==> src/rtl/ddr3_arbiter.sv <==
// Purpose: shares one DDR3 controller user interface between a single-beat write stream and a read-burst stream (reads first).
// Latency: grant registered 1 cycle after the IDLE decision; read data forwarded 1 cycle after app_rd_data_valid.
// Backpressure: app_rdy / app_wdf_rdy stall command and write-data issue; requesters hold until their ack.
//
// Ports:
//   ui_clk, ui_clk_sync_rst      clock, async active-high reset
//   calib_done                   no grants until high
//   wr_req/wr_addr/wr_data/wr_ack          write beat request, ack pulses once accepted
//   rd_req/rd_addr/rd_len/rd_ack           read burst request, ack pulses at grant
//   rd_data/rd_valid/rd_done               returned beats, done pulses with the last one
//   app_*                        controller user interface
module ddr3_arbiter #(
    parameter logic [27:0] ADDR_LAST  = 28'd786424,
    parameter int          MAX_LEN    = 16,
    parameter int          MAX_RD_RUN = 4
) (
    input  logic         ui_clk,
    input  logic         ui_clk_sync_rst,
    input  logic         calib_done,
    input  logic         wr_req,
    input  logic [27:0]  wr_addr,
    input  logic [127:0] wr_data,
    output logic         wr_ack,
    input  logic         rd_req,
    input  logic [27:0]  rd_addr,
    input  logic [4:0]   rd_len,
    output logic         rd_ack,
    output logic [127:0] rd_data,
    output logic         rd_valid,
    output logic         rd_done,
    output logic [27:0]  app_addr,
    output logic [2:0]   app_cmd,
    output logic         app_en,
    input  logic         app_rdy,
    output logic [127:0] app_wdf_data,
    output logic         app_wdf_wren,
    input  logic         app_wdf_rdy,
    input  logic [127:0] app_rd_data,
    input  logic         app_rd_data_valid
);

    typedef enum logic [1:0] {IDLE, WR, RD_ISSUE, RD_DRAIN} state_t;

    localparam int              RUN_W   = $clog2(MAX_RD_RUN + 1);
    localparam logic [RUN_W-1:0] RUN_MAX = RUN_W'(MAX_RD_RUN);
    localparam logic [4:0]      LEN_MAX = 5'(MAX_LEN);
    localparam logic [2:0]      CMD_WR  = 3'b000;
    localparam logic [2:0]      CMD_RD  = 3'b001;

    state_t           state;
    logic [RUN_W-1:0] run_cnt;
    logic [4:0]       remaining;
    logic [4:0]       expected;
    logic             cmd_done;
    logic             dat_done;

    logic [4:0]  len_eff;
    logic [27:0] addr_next;
    logic        grant_rd;
    logic        grant_wr;
    logic        cmd_fin;
    logic        dat_fin;
    logic        beat_in;
    logic        last_beat;

    // Zero-length bursts are promoted to one beat; oversize ones are clipped.
    assign len_eff = (rd_len == 5'd0)   ? 5'd1 :
                     (rd_len > LEN_MAX) ? LEN_MAX : rd_len;

    // app_addr doubles as the burst address register.
    assign addr_next = (app_addr == ADDR_LAST) ? 28'd0 : app_addr + 28'd8;

    // The wr_ack cycle is skipped: the writer still holds wr_req while it sees the ack.
    assign grant_rd = (state == IDLE) && calib_done && !wr_ack && rd_req &&
                      (!wr_req || (run_cnt < RUN_MAX));
    assign grant_wr = (state == IDLE) && calib_done && !wr_ack && wr_req && !grant_rd;

    // Write command and write data handshakes complete independently.
    assign cmd_fin = cmd_done | (app_en & app_rdy);
    assign dat_fin = dat_done | (app_wdf_wren & app_wdf_rdy);

    // Beats arriving with no burst outstanding (e.g. after a reset) are dropped.
    assign beat_in   = app_rd_data_valid && (expected != 5'd0);
    assign last_beat = beat_in && (expected == 5'd1);

    always_ff @(posedge ui_clk or posedge ui_clk_sync_rst) begin
        if (ui_clk_sync_rst) begin
            state        <= IDLE;
            run_cnt      <= '0;
            remaining    <= '0;
            expected     <= '0;
            cmd_done     <= 1'b0;
            dat_done     <= 1'b0;
            wr_ack       <= 1'b0;
            rd_ack       <= 1'b0;
            rd_data      <= '0;
            rd_valid     <= 1'b0;
            rd_done      <= 1'b0;
            app_addr     <= '0;
            app_cmd      <= '0;
            app_en       <= 1'b0;
            app_wdf_data <= '0;
            app_wdf_wren <= 1'b0;
        end else begin
            wr_ack   <= 1'b0;
            rd_ack   <= 1'b0;
            rd_valid <= 1'b0;
            rd_done  <= 1'b0;

            // Return path runs regardless of state so data is never lost.
            if (beat_in) begin
                rd_valid <= 1'b1;
                rd_data  <= app_rd_data;
                expected <= expected - 5'd1;
                rd_done  <= last_beat;
            end

            case (state)
                IDLE: begin
                    if (grant_rd) begin
                        rd_ack    <= 1'b1;
                        app_en    <= 1'b1;
                        app_cmd   <= CMD_RD;
                        app_addr  <= rd_addr;
                        remaining <= len_eff;
                        expected  <= len_eff;
                        run_cnt   <= wr_req ? run_cnt + RUN_W'(1) : '0;
                        state     <= RD_ISSUE;
                    end else if (grant_wr) begin
                        app_en       <= 1'b1;
                        app_wdf_wren <= 1'b1;
                        app_cmd      <= CMD_WR;
                        app_addr     <= wr_addr;
                        app_wdf_data <= wr_data;
                        run_cnt      <= '0;
                        state        <= WR;
                    end
                end

                WR: begin
                    app_en       <= !cmd_fin;
                    app_wdf_wren <= !dat_fin;
                    cmd_done     <= cmd_fin;
                    dat_done     <= dat_fin;
                    if (cmd_fin && dat_fin) begin
                        wr_ack   <= 1'b1;
                        cmd_done <= 1'b0;
                        dat_done <= 1'b0;
                        state    <= IDLE;
                    end
                end

                RD_ISSUE: begin
                    if (app_rdy) begin
                        remaining <= remaining - 5'd1;
                        app_addr  <= addr_next;
                        if (remaining == 5'd1) begin
                            app_en <= 1'b0;
                            state  <= last_beat ? IDLE : RD_DRAIN;
                        end
                    end
                end

                RD_DRAIN: begin
                    if (last_beat) begin
                        state <= IDLE;
                    end
                end

                default: state <= IDLE;
            endcase
        end
    end

endmodule

==> config.mk <==
export PLATFORM = sky130hd
export DESIGN_NAME = ddr3_arbiter
export DESIGN_NICKNAME = d
export VERILOG_FILES = /design/src/rtl/ddr3_arbiter.sv
export SDC_FILE = /design/constraint.sdc
export NUM_CORES = 1
export LEC_CHECK = 0
export CAP_MARGIN = 40
export CORE_AREA = 2 2 240 242
export DETAILED_ROUTE_END_ITERATION = 8
export DIE_AREA = 0 0 242 244
export PLACE_DENSITY_LB_ADDON = 0.15
export SYNTH_ARGS = -nofsm -noshare
export SYNTH_HDL_FRONTEND = slang
export SYNTH_SLANG_ARGS = --single-unit
==> constraint.sdc <==
create_clock -name ui_clk -period 20.6 [get_ports ui_clk]
set_input_delay 6.18 -clock ui_clk [delete_from_list [all_inputs] [get_ports ui_clk]]
set_output_delay 6.18 -clock ui_clk [all_outputs]
set_load 0.02 [all_outputs]
### Yosys cells after proc, flatten, opt, wreduce, memory -nomap -nowiden

Index checks and enable logic that the tools add are counted.

| storage, ports and cells | value |
|---|---|
| register bits | 310 |
| bits in latches | 0 |
| memory bits (writable) | 0 |
| memory bits (read-only) | 0 |
| input port bits | 325 |
| output and inout port bits | 293 |
| logic and storage cells | 110 |
| memories kept | 0 |

| operators by class | value |
|---|---|
| add/sub/neg operators | 4 |
| multiply operators | 0 |
| div/mod/pow operators | 0 |
| magnitude comparators | 2 |
| eq/ne operators | 14 |
| shift-type cells | 0 |
| multiplexer cells | 40 |
| bitwise operators | 5 |
| reduce and logical (&&, ||, !) cells | 29 |

Operators with widths:

| cell | number |
|---|---|
| 28-bit 2-to-1 mux | 4 |
| 28-bit one-hot mux with 2 select lines | 1 |
| 5-bit 2-to-1 mux | 7 |
| 28-bit by 4-bit adder with 28-bit output, second input constant | 1 |
| 28-bit by 20-bit == test with 1-bit output, second input constant | 1 |
| 2-bit 2-to-1 mux | 7 |
| 2-bit != test, second input constant | 7 |
| 1-bit 2-to-1 mux | 13 |
| 3-bit 2-to-1 mux | 4 |
| 3-bit AND reduction | 4 |
| 5-bit by 1-bit == test with 1-bit output, second input constant | 2 |
| 5-bit one-hot mux with 2 select lines | 1 |
| 5-bit by 1-bit subtractor with 5-bit output, second input constant | 2 |
| 1-bit logical AND | 9 |
| 2-bit one-hot mux with 4 select lines | 1 |
| 2-bit nonzero test | 3 |
| 5-bit greater-than comparator, second input constant | 1 |
| 1-bit logical NOT | 5 |
| 5-bit logical NOT | 1 |
| 5-bit AND reduction | 1 |
| 5-bit nonzero test | 1 |
| 2-bit == test, second input constant | 2 |
| 4-bit AND reduction | 1 |
| 3-bit by 1-bit adder with 3-bit output, second input constant | 1 |
| other kinds (12) | 14 |

### Logic depth before layout (Yosys ltp)

| logic depth | value |
|---|---|
| depth in word-level cells | 10 |
| depth in mapped cells | 8 |
| depth with buffers taken out | 7 |

### Worst setup path before layout

Ideal clock, no wire load.

| timing path | value |
|---|---|
| path type | input to register |
| start | input port calib_done |
| end | register app_addr[22] |
| library setup time | 0.126 ns |
| data arrival time | 7.467 ns |
| required time | 20.474 ns |
| setup slack | 13.007 ns |
| stages on the path | 7 |
| buffers on the path | 2 |
| cell sequence | or4b_1 -> buf_2 -> nor2_8 -> a21oi_4 -> buf_6 -> o2bb2ai_1 -> a311o_1 |

| between the ends | value |
|---|---|
| cells in the longest elaborated chain, start to end | 8 |
| elaborated cells between the ends (all ways) | 11 |
| classes of those cells | eq/ne: 1; mux: 2; reduce/logical: 8 |

Ends and longest elaborated chain:

| what | RTL line | text |
|---|---|---|
| from (decl) | 19 | `input logic calib_done,` |
| 1-bit logical AND (*) (2 in a row) | 74, 76 |  |
| 1-bit logical AND (2 in a row) | 74 | `assign grant_rd = (state == IDLE) && calib_done && !wr_ack && rd_req &&` |
| 1-bit logical NOT | 76 | `assign grant_wr = (state == IDLE) && calib_done && !wr_ack && wr_req && !grant_rd;` |
| 1-bit logical AND | 76 |  |
| 3-bit != test (no line) | n/a |  |
| 3-bit AND reduction (no line) | n/a |  |
| to (signal assigned) | 124 | `app_addr <= rd_addr;` |
| to (signal assigned) | 133 | `app_addr <= wr_addr;` |
| to (signal assigned) | 156 | `app_addr <= addr_next;` |
| to (decl) | 31 | `output logic [27:0] app_addr,` |

Mark *: on every way between the ends. The rest lies on a longest branch, timed or not.
A chain may end at the register's enable or synchronous reset.

### Worst setup path in the final report

| timing path | value |
|---|---|
| start | input port wr_req |
| end | register remaining[0] |

| between the ends | value |
|---|---|
| cells in the longest elaborated chain, start to end | 5 |

Ends and longest elaborated chain:

| what | RTL line | text |
|---|---|---|
| from (decl) | 20 | `input logic wr_req,` |
| 1-bit logical NOT | 75 | `(!wr_req \|\| (run_cnt < RUN_MAX));` |
| 1-bit logical OR | 75 |  |
| 1-bit logical AND | 74 |  |
| 2-bit != test (no line) | n/a |  |
| 3-bit AND reduction (no line) | n/a |  |
| to (signal assigned) | 125 | `remaining <= len_eff;` |
| to (signal assigned) | 155 | `remaining <= remaining - 5'd1;` |
| to (decl) | 52 | `logic [4:0] remaining;` |

Every way passes these cells.

==> results_dict.tcl <==
set metrics [dict create \
    worstPathArrival_ns 8.80 \
    cts_buffer_depth 3 \
    die_area_mm2 0.0590 \
    cts_hold_buffers 0 \
    ff2ff_path_depth 7 \
    crit_slowest_cell "a21oi_1" \
    worst_slack_ns 12.22 \
    min_from "rd_data[59]" \
    cts_root_buf "clkbuf_16" \
    track_usage_pct 15.6 \
    area_growth_pct 65.8 \
    ant_nets 0 \
    r2r_setup_slack_ns 17.85 \
    grt_pass1_wl_mm 72.0 \
    p_switching_uw 1050 \
    worstPathBufferInverterCount 3 \
    ir_drop_mv 0.0603 \
    place_worst_setup_slack_ns 11.68 \
    wl_per_cell_um 18.2 \
    first_pass_iters 4 \
    num_antenna_cells 0 \
    post_cts.repair.setup_buffers 0 \
    synth_area_mm2 0.0128 \
    fin_crit_ns 8.38 \
    layout-drive-gt1-share_pct 6.01 \
    hold_class "flip-flop to flip-flop" \
    drv_slew 0 \
    initial_core_util_pct 22.8 \
    criticalPathCategory "input port to flip-flop" \
    tritoncts "built" \
    grt_max_degree 84 \
    r2r-end "rd_data[116]" \
    p_per_area_mw_per_mm2 136 \
    ioPinCount 618 \
    path_cells "clkdlybuf4s50_1 -> a21boi_1 -> nand2_1 -> buf_4 -> inv_2 -> a21oi_1 -> nor3_1 -> a211o_1" \
    clkPwrFrac_pct 24.5 \
    fmax_mhz 119 \
    grt_pass1_vias 11600 \
    seqPwrFrac_pct 34.1 \
    layoutNonFillerInstCount 2585 \
    cp-end-kind "flip-flop" \
    period_share_pct 40.7 \
    drt_wl_total_mm 47.1 \
    dpl.hpwl_mm 34.7 \
    critPathTopFamily "buffers and inverters" \
    p_sw_share_pct 36.3 \
    synth_cells 1189 \
    power_frac_comb_pct 41.4 \
    yosysSeqAreaShare_pct 60.1 \
    max_stage_delay_ns 0.62 \
    clk_pin_slew_ns 0.06 \
    hold_viol 0 \
    io_buffers 615 \
    avgSynthCellArea_um2 10.8 \
    ys_types 66 \
    clk_latency_ns 0.54 \
    relSlewSlack_pct 40.8 \
    synthArstFlopShare_pct 100 \
    yosys_register_bits 308 \
    outcome "finished, final reports clean" \
    critPathRequiredTime_ns 21.02 \
    fin_tns_setup_ns 0 \
    layout.nets 2131 \
    whs_ns 0.471 \
    synth_edf_count 0 \
    h-tree-depth 2 \
    critPathMaxFanout 31 \
    viasPerCell 4.25 \
    setup_viol 0 \
    p_int_uw 1850 \
    place_congestion 0.801 \
    timing.rr.start "expected[0]" \
    die_x_um 242 \
    vias 11000 \
    cap_viol_max_count 0 \
    rsz0062_at_grt "false" \
    synth_ff_type "dfrtp_1" \
    drc 0 \
    leakagePower_uw 0.00946 \
    chipHeight_um 244 \
    cts_sinks 308 \
    dp_cells 2513 \
    post_cts_resized 0 \
    fp-row-count 87 \
    hold_end "rd_data[59]" \
    antenna_found_initial 1 \
    drt_iter0_drc 471 \
    hold_path_depth 2 \
    critPathLaunchType "input port" \
    core_mm2 0.0562 \
    fin_skew_ns 0.0156 \
    numCtsBuffers 40 \
    grt-ovfl-total 0 \
    worst_pin_slew_ns 0.882 \
    ys_warn_count 0 \
]
-- kinds of logic after synthesis --
group,share of synthesized area [%]
xor gates and xnor gates,0.273
buffers and inverters,2.79
muxes,12.7
AOI/OAI and AO/OA,6.49
other,0.0292
and+or+nand+nor,17.0
adders and majority gates,0.683
DFF,60.1
-- layout by cell type (no fill, tap or decap), types with 7 or more instances in the layout --
cell type,synthesis,layout
o21ai_1,18,18
mux2_1,121,121
nand2_1,419,418
buf_4,4,8
nor2_1,27,27
clkbuf_8,0,10
inv_1,16,15
mux2_2,10,10
mux2i_1,15,15
clkdlybuf4s50_1,0,615
clkinv_2,0,8
o22ai_1,7,7
nor3_1,13,13
a21oi_1,29,29
nand3_1,13,13
ha_1,7,7
o21ai_0,11,11
clkbuf_1,39,7
dfrtp_1,308,308
nand4_1,7,7
nor4_1,11,11
clkbuf_16,0,41
-- flip-flops by register name, summed over array words and instances, names as in the netlist, 2 cells and up --
name,count
app_addr,28
app_wdf_data,128
expected,5
rd_data,128
run_cnt,3
remaining,5
state,2
-- through the flow --
step                      total power, uW  cell area (um^2)  utilization [%]
after floorplan                      1560             12800                -
after global placement               2190             19700             35.1
after detailed placement             2220             19900             35.5
after CTS                            2950             21300             37.9
after global routing                 3070             21300             37.9
final                                2900             21300             37.9
-- layout make-up --
class,count,area (um^2)
clock buffer,58,1190
clock inverter,14,153
fill,5625,34900
inverter,18,77.6
multi-input combinational,799,4790
sequential,308,7710
tap,756,946
timing repair buffer,632,6420
-- worst max-delay path by stage --
stage | start | endpoint | cells after the start
2_1_floorplan | ui_clk_sync_rst | app_addr[0] | 1
4_1_cts | wr_req | remaining[0] | 8
5_1_grt | wr_req | app_wdf_data[91] | 7
3_5_place_dp | wr_req | remaining[0] | 8
3_3_place_gp | ui_clk_sync_rst | app_wdf_data[11] | 4
6_report | wr_req | remaining[0] | 8
-- power by group through the flow --
stage               clock network, uW  logic (uW)  registers [uW]
floorplan                           0         341            1220
global placement                    0        1200             993
detailed placement                  0        1220             997
CTS                               740        1220             991
global route                      762        1280            1020
finish                            710        1200             989
-- per-layer routing --
metal  global-route usage, %  vias to the layer above  part of all wire, %  wire length, um
met5                       0                        -                0.034               16
met4                    4.14                        2                  2.2             1040
met3                    6.20                       64                  9.4             4450
met2                    26.4                      425                   49            23000
met1                    18.5                     5297                   40            18600
li1                        -                     5211                    -                -
-- tightest hold or removal path, stage by stage, from the launching register on --
cell     delay (ns)
dfrtp_1        0.34
nand2_1        0.05
nand2_1        0.05
-- cell usage after synthesis (10+ instances only) --
cell      count  area share, %
o21ai_0      11           0.43
nand2_1     419             12
nor2_1       27           0.79
clkbuf_1     39            1.1
inv_1        16           0.47
mux2_1      121             11
nand3_1      13           0.51
nor4_1       11           0.54
mux2_2       10           0.88
a21oi_1      29            1.1
o21ai_1      18           0.70
nor3_1       13           0.51
mux2i_1      15            1.2
dfrtp_1     308             60
buf_1        12           0.35
Power figures use the tool's default switching activity.
==> RTL change: new RTL, same flow settings <==
The 4 states of `state_t` get a one-hot encoding in 4 bits.
--- a/src/rtl/ddr3_arbiter.sv
+++ b/src/rtl/ddr3_arbiter.sv
@@ -39,7 +39,7 @@
     input  logic         app_rd_data_valid
 );
 
-    typedef enum logic [1:0] {IDLE, WR, RD_ISSUE, RD_DRAIN} state_t;
+    typedef enum logic [3:0] {IDLE = 4'b0001, WR = 4'b0010, RD_ISSUE = 4'b0100, RD_DRAIN = 4'b1000} state_t;
 
     localparam int              RUN_W   = $clog2(MAX_RD_RUN + 1);
     localparam logic [RUN_W-1:0] RUN_MAX = RUN_W'(MAX_RD_RUN);
Function: no difference found for any inputs over 4 cycles, from zero or initial values and one cycle with ui_clk_sync_rst high; so few cycles prove little.
==> RTL change against the original RTL <==
- routed wire length increased by 8.0%
- cell count increased by 0.54%
- synthesized cell count up 1.6%
- critical path type unchanged
- total power is 0.14% higher
- sequential cell count is 2 higher
- setup slack worse by 0.027 ns
- area after synthesis increased by 0.82%
- critical path depth unchanged
- first-iteration DRC count grew 8.7%
- design area hardly changed
==> RTL change: results (changes against the original RTL) <==
| Metric | Value |
|---|---|
| Status | `finished, final reports clean (unchanged)` |
| #MultiIn Comb | `815 (was 799)` |
| Hpwl dp | `38200 um (was 34700 um)` |
| DRT iter0 DRCs | `512 (was 471)` |
| Peak supply drop | `0.0000716 V (was 0.0000603 V)` |
| Sequential cell area share | `36.5% (was 36.2%)` |
| Antenna cells | `4 (was 0)` |
| Post-Synthesis Cells | `1208 (was 1189)` |
| Via count | `11200 (was 11000)` |
| Worst slew margin | `44.3% (was 40.8%)` |
| Initial antenna violation count | `8 (was 1)` |
| Reg2reg setup slack | `17.61 ns (was 17.85 ns)` |
| Seq/Total Area, Yosys | `60.0% (was 60.1%)` |
| Layout cell share with drive strength beyond 1 | `11.8% (was 6.01%)` |
| Vias in the first global route | `11800 (was 11600)` |
| Synth Area in XOR/XNOR | `0.271% (was 0.273%)` |
| CP endpoint | `app_addr[22]$_DFFE_PP0P_ (was remaining[0]$_DFFE_PP0P_)` |
| Final critical-path required period | `8.41 ns (was 8.38 ns)` |
| WHS | `0.468 ns (was 0.471 ns)` |
| DP Area | `20100 um2 (was 19900 um2)` |
| Depth of the most critical reg-to-reg path | `8 (was 7)` |
| Multi-input logic area | `4870 um2 (was 4790 um2)` |
| Compound-Gate Fraction of Synth Area | `6.03% (was 6.49%)` |
| Most frequent cells after synthesis | `nand2_1, dfrtp_1, mux2_2 (was nand2_1, dfrtp_1, mux2_1)` |
| Non-Clock Buffer Count | `635 (was 632)` |
| Peak fanout along the critical path | `35 (was 31)` |
| Leak | `9.46 nW (about the same)` |
| # clk buffers | `55 (was 58)` |
| Non-CTS inverters | `14 (was 18)` |
| Drt pass-1 iters | `5 (was 4)` |
| RePlAce Congestion | `0.789 (was 0.801)` |
| Pwr Total | `2.90 mW (about the same)` |
| Worst Skew | `0.0253 ns (was 0.0156 ns)` |
| Reg-to-Reg End | `rd_data[120]$_DFFE_PP0N_ (was rd_data[116]$_DFFE_PP0P_)` |
| Fillcell total | `5633 (was 5625)` |
| Flop and latch count out of synthesis | `310 (was 308)` |
| Data buffer area share | `30.1% (was 30.2%)` |
| CP max stage cell | `clkinv_1 (was a21oi_1)` |
| Worst Path Arrival | `8.84 ns (was 8.80 ns)` |
| Combinational gate power | `1.25 mW (was 1.20 mW)` |
| Post-Synth Adder-Cell Area | `0.677% (was 0.683%)` |
| Nets | `2148 (was 2131)` |
| DP Worst Slack | `11.59 ns (was 11.68 ns)` |
| First-pass GRT wire length | `74500 um (was 72000 um)` |
| Pin count of the biggest net entering global routing | `78 (was 84)` |
| DRT Wirelength | `50800 um (was 47100 um)` |
| Sequential cell area | `7760 um2 (was 7710 um2)` |
| Dpl cells | `2530 (was 2513)` |
| Cell variety after synth | `57 (was 66)` |
| Synth area leaders | `dfrtp_1, nand2_1, mux2_2 (was dfrtp_1, nand2_1, mux2_1)` |
| Switching power | `1.07 mW (was 1.05 mW)` |
| Clock power share | `22.9% (was 24.5%)` |
| Total track usage | `16.6% (was 15.6%)` |
| Critical path's largest stage delay | `0.75 ns (was 0.62 ns)` |
| ClkCell Share | `5.73% (was 6.31%)` |
## RTL change: cell types whose count changed in the layout (fill, tap and decap cells not counted), sizes merged, moves of 4 or more
| cell | delta |
|---|---|
| nand2 | +12 |
| nor2 | -10 |
| a21oi | -7 |
| a211o | +6 |
| a22o | +6 |
| nand3 | +6 |
| mux2i | +5 |
| o2bb2ai | -5 |
| o32ai | +5 |
| and4 | +4 |
| diode | +4 |
| or3 | +4 |
## RTL change: metal layers
metal	up-vias	part of all wire [%]	routed length [um]	track usage [%]
met1	5423	37	19000	18.0
met4	6	2.9	1460	5.25
met3	79	9.3	4720	7.03
met5	-	0.075	38	0
li1	5282	-	-	-
met2	380	50	25600	29.4
## RTL change: cell families (layout without fill, tap and decap cells)
logic type,after synthesis,in the layout
flops,310,310
mux,148,148
other cells,1,6
buf+inv,84,714
simple gates,541,541
compound gates,113,113
xor+xnor,4,4
fa+ha+maj,7,7
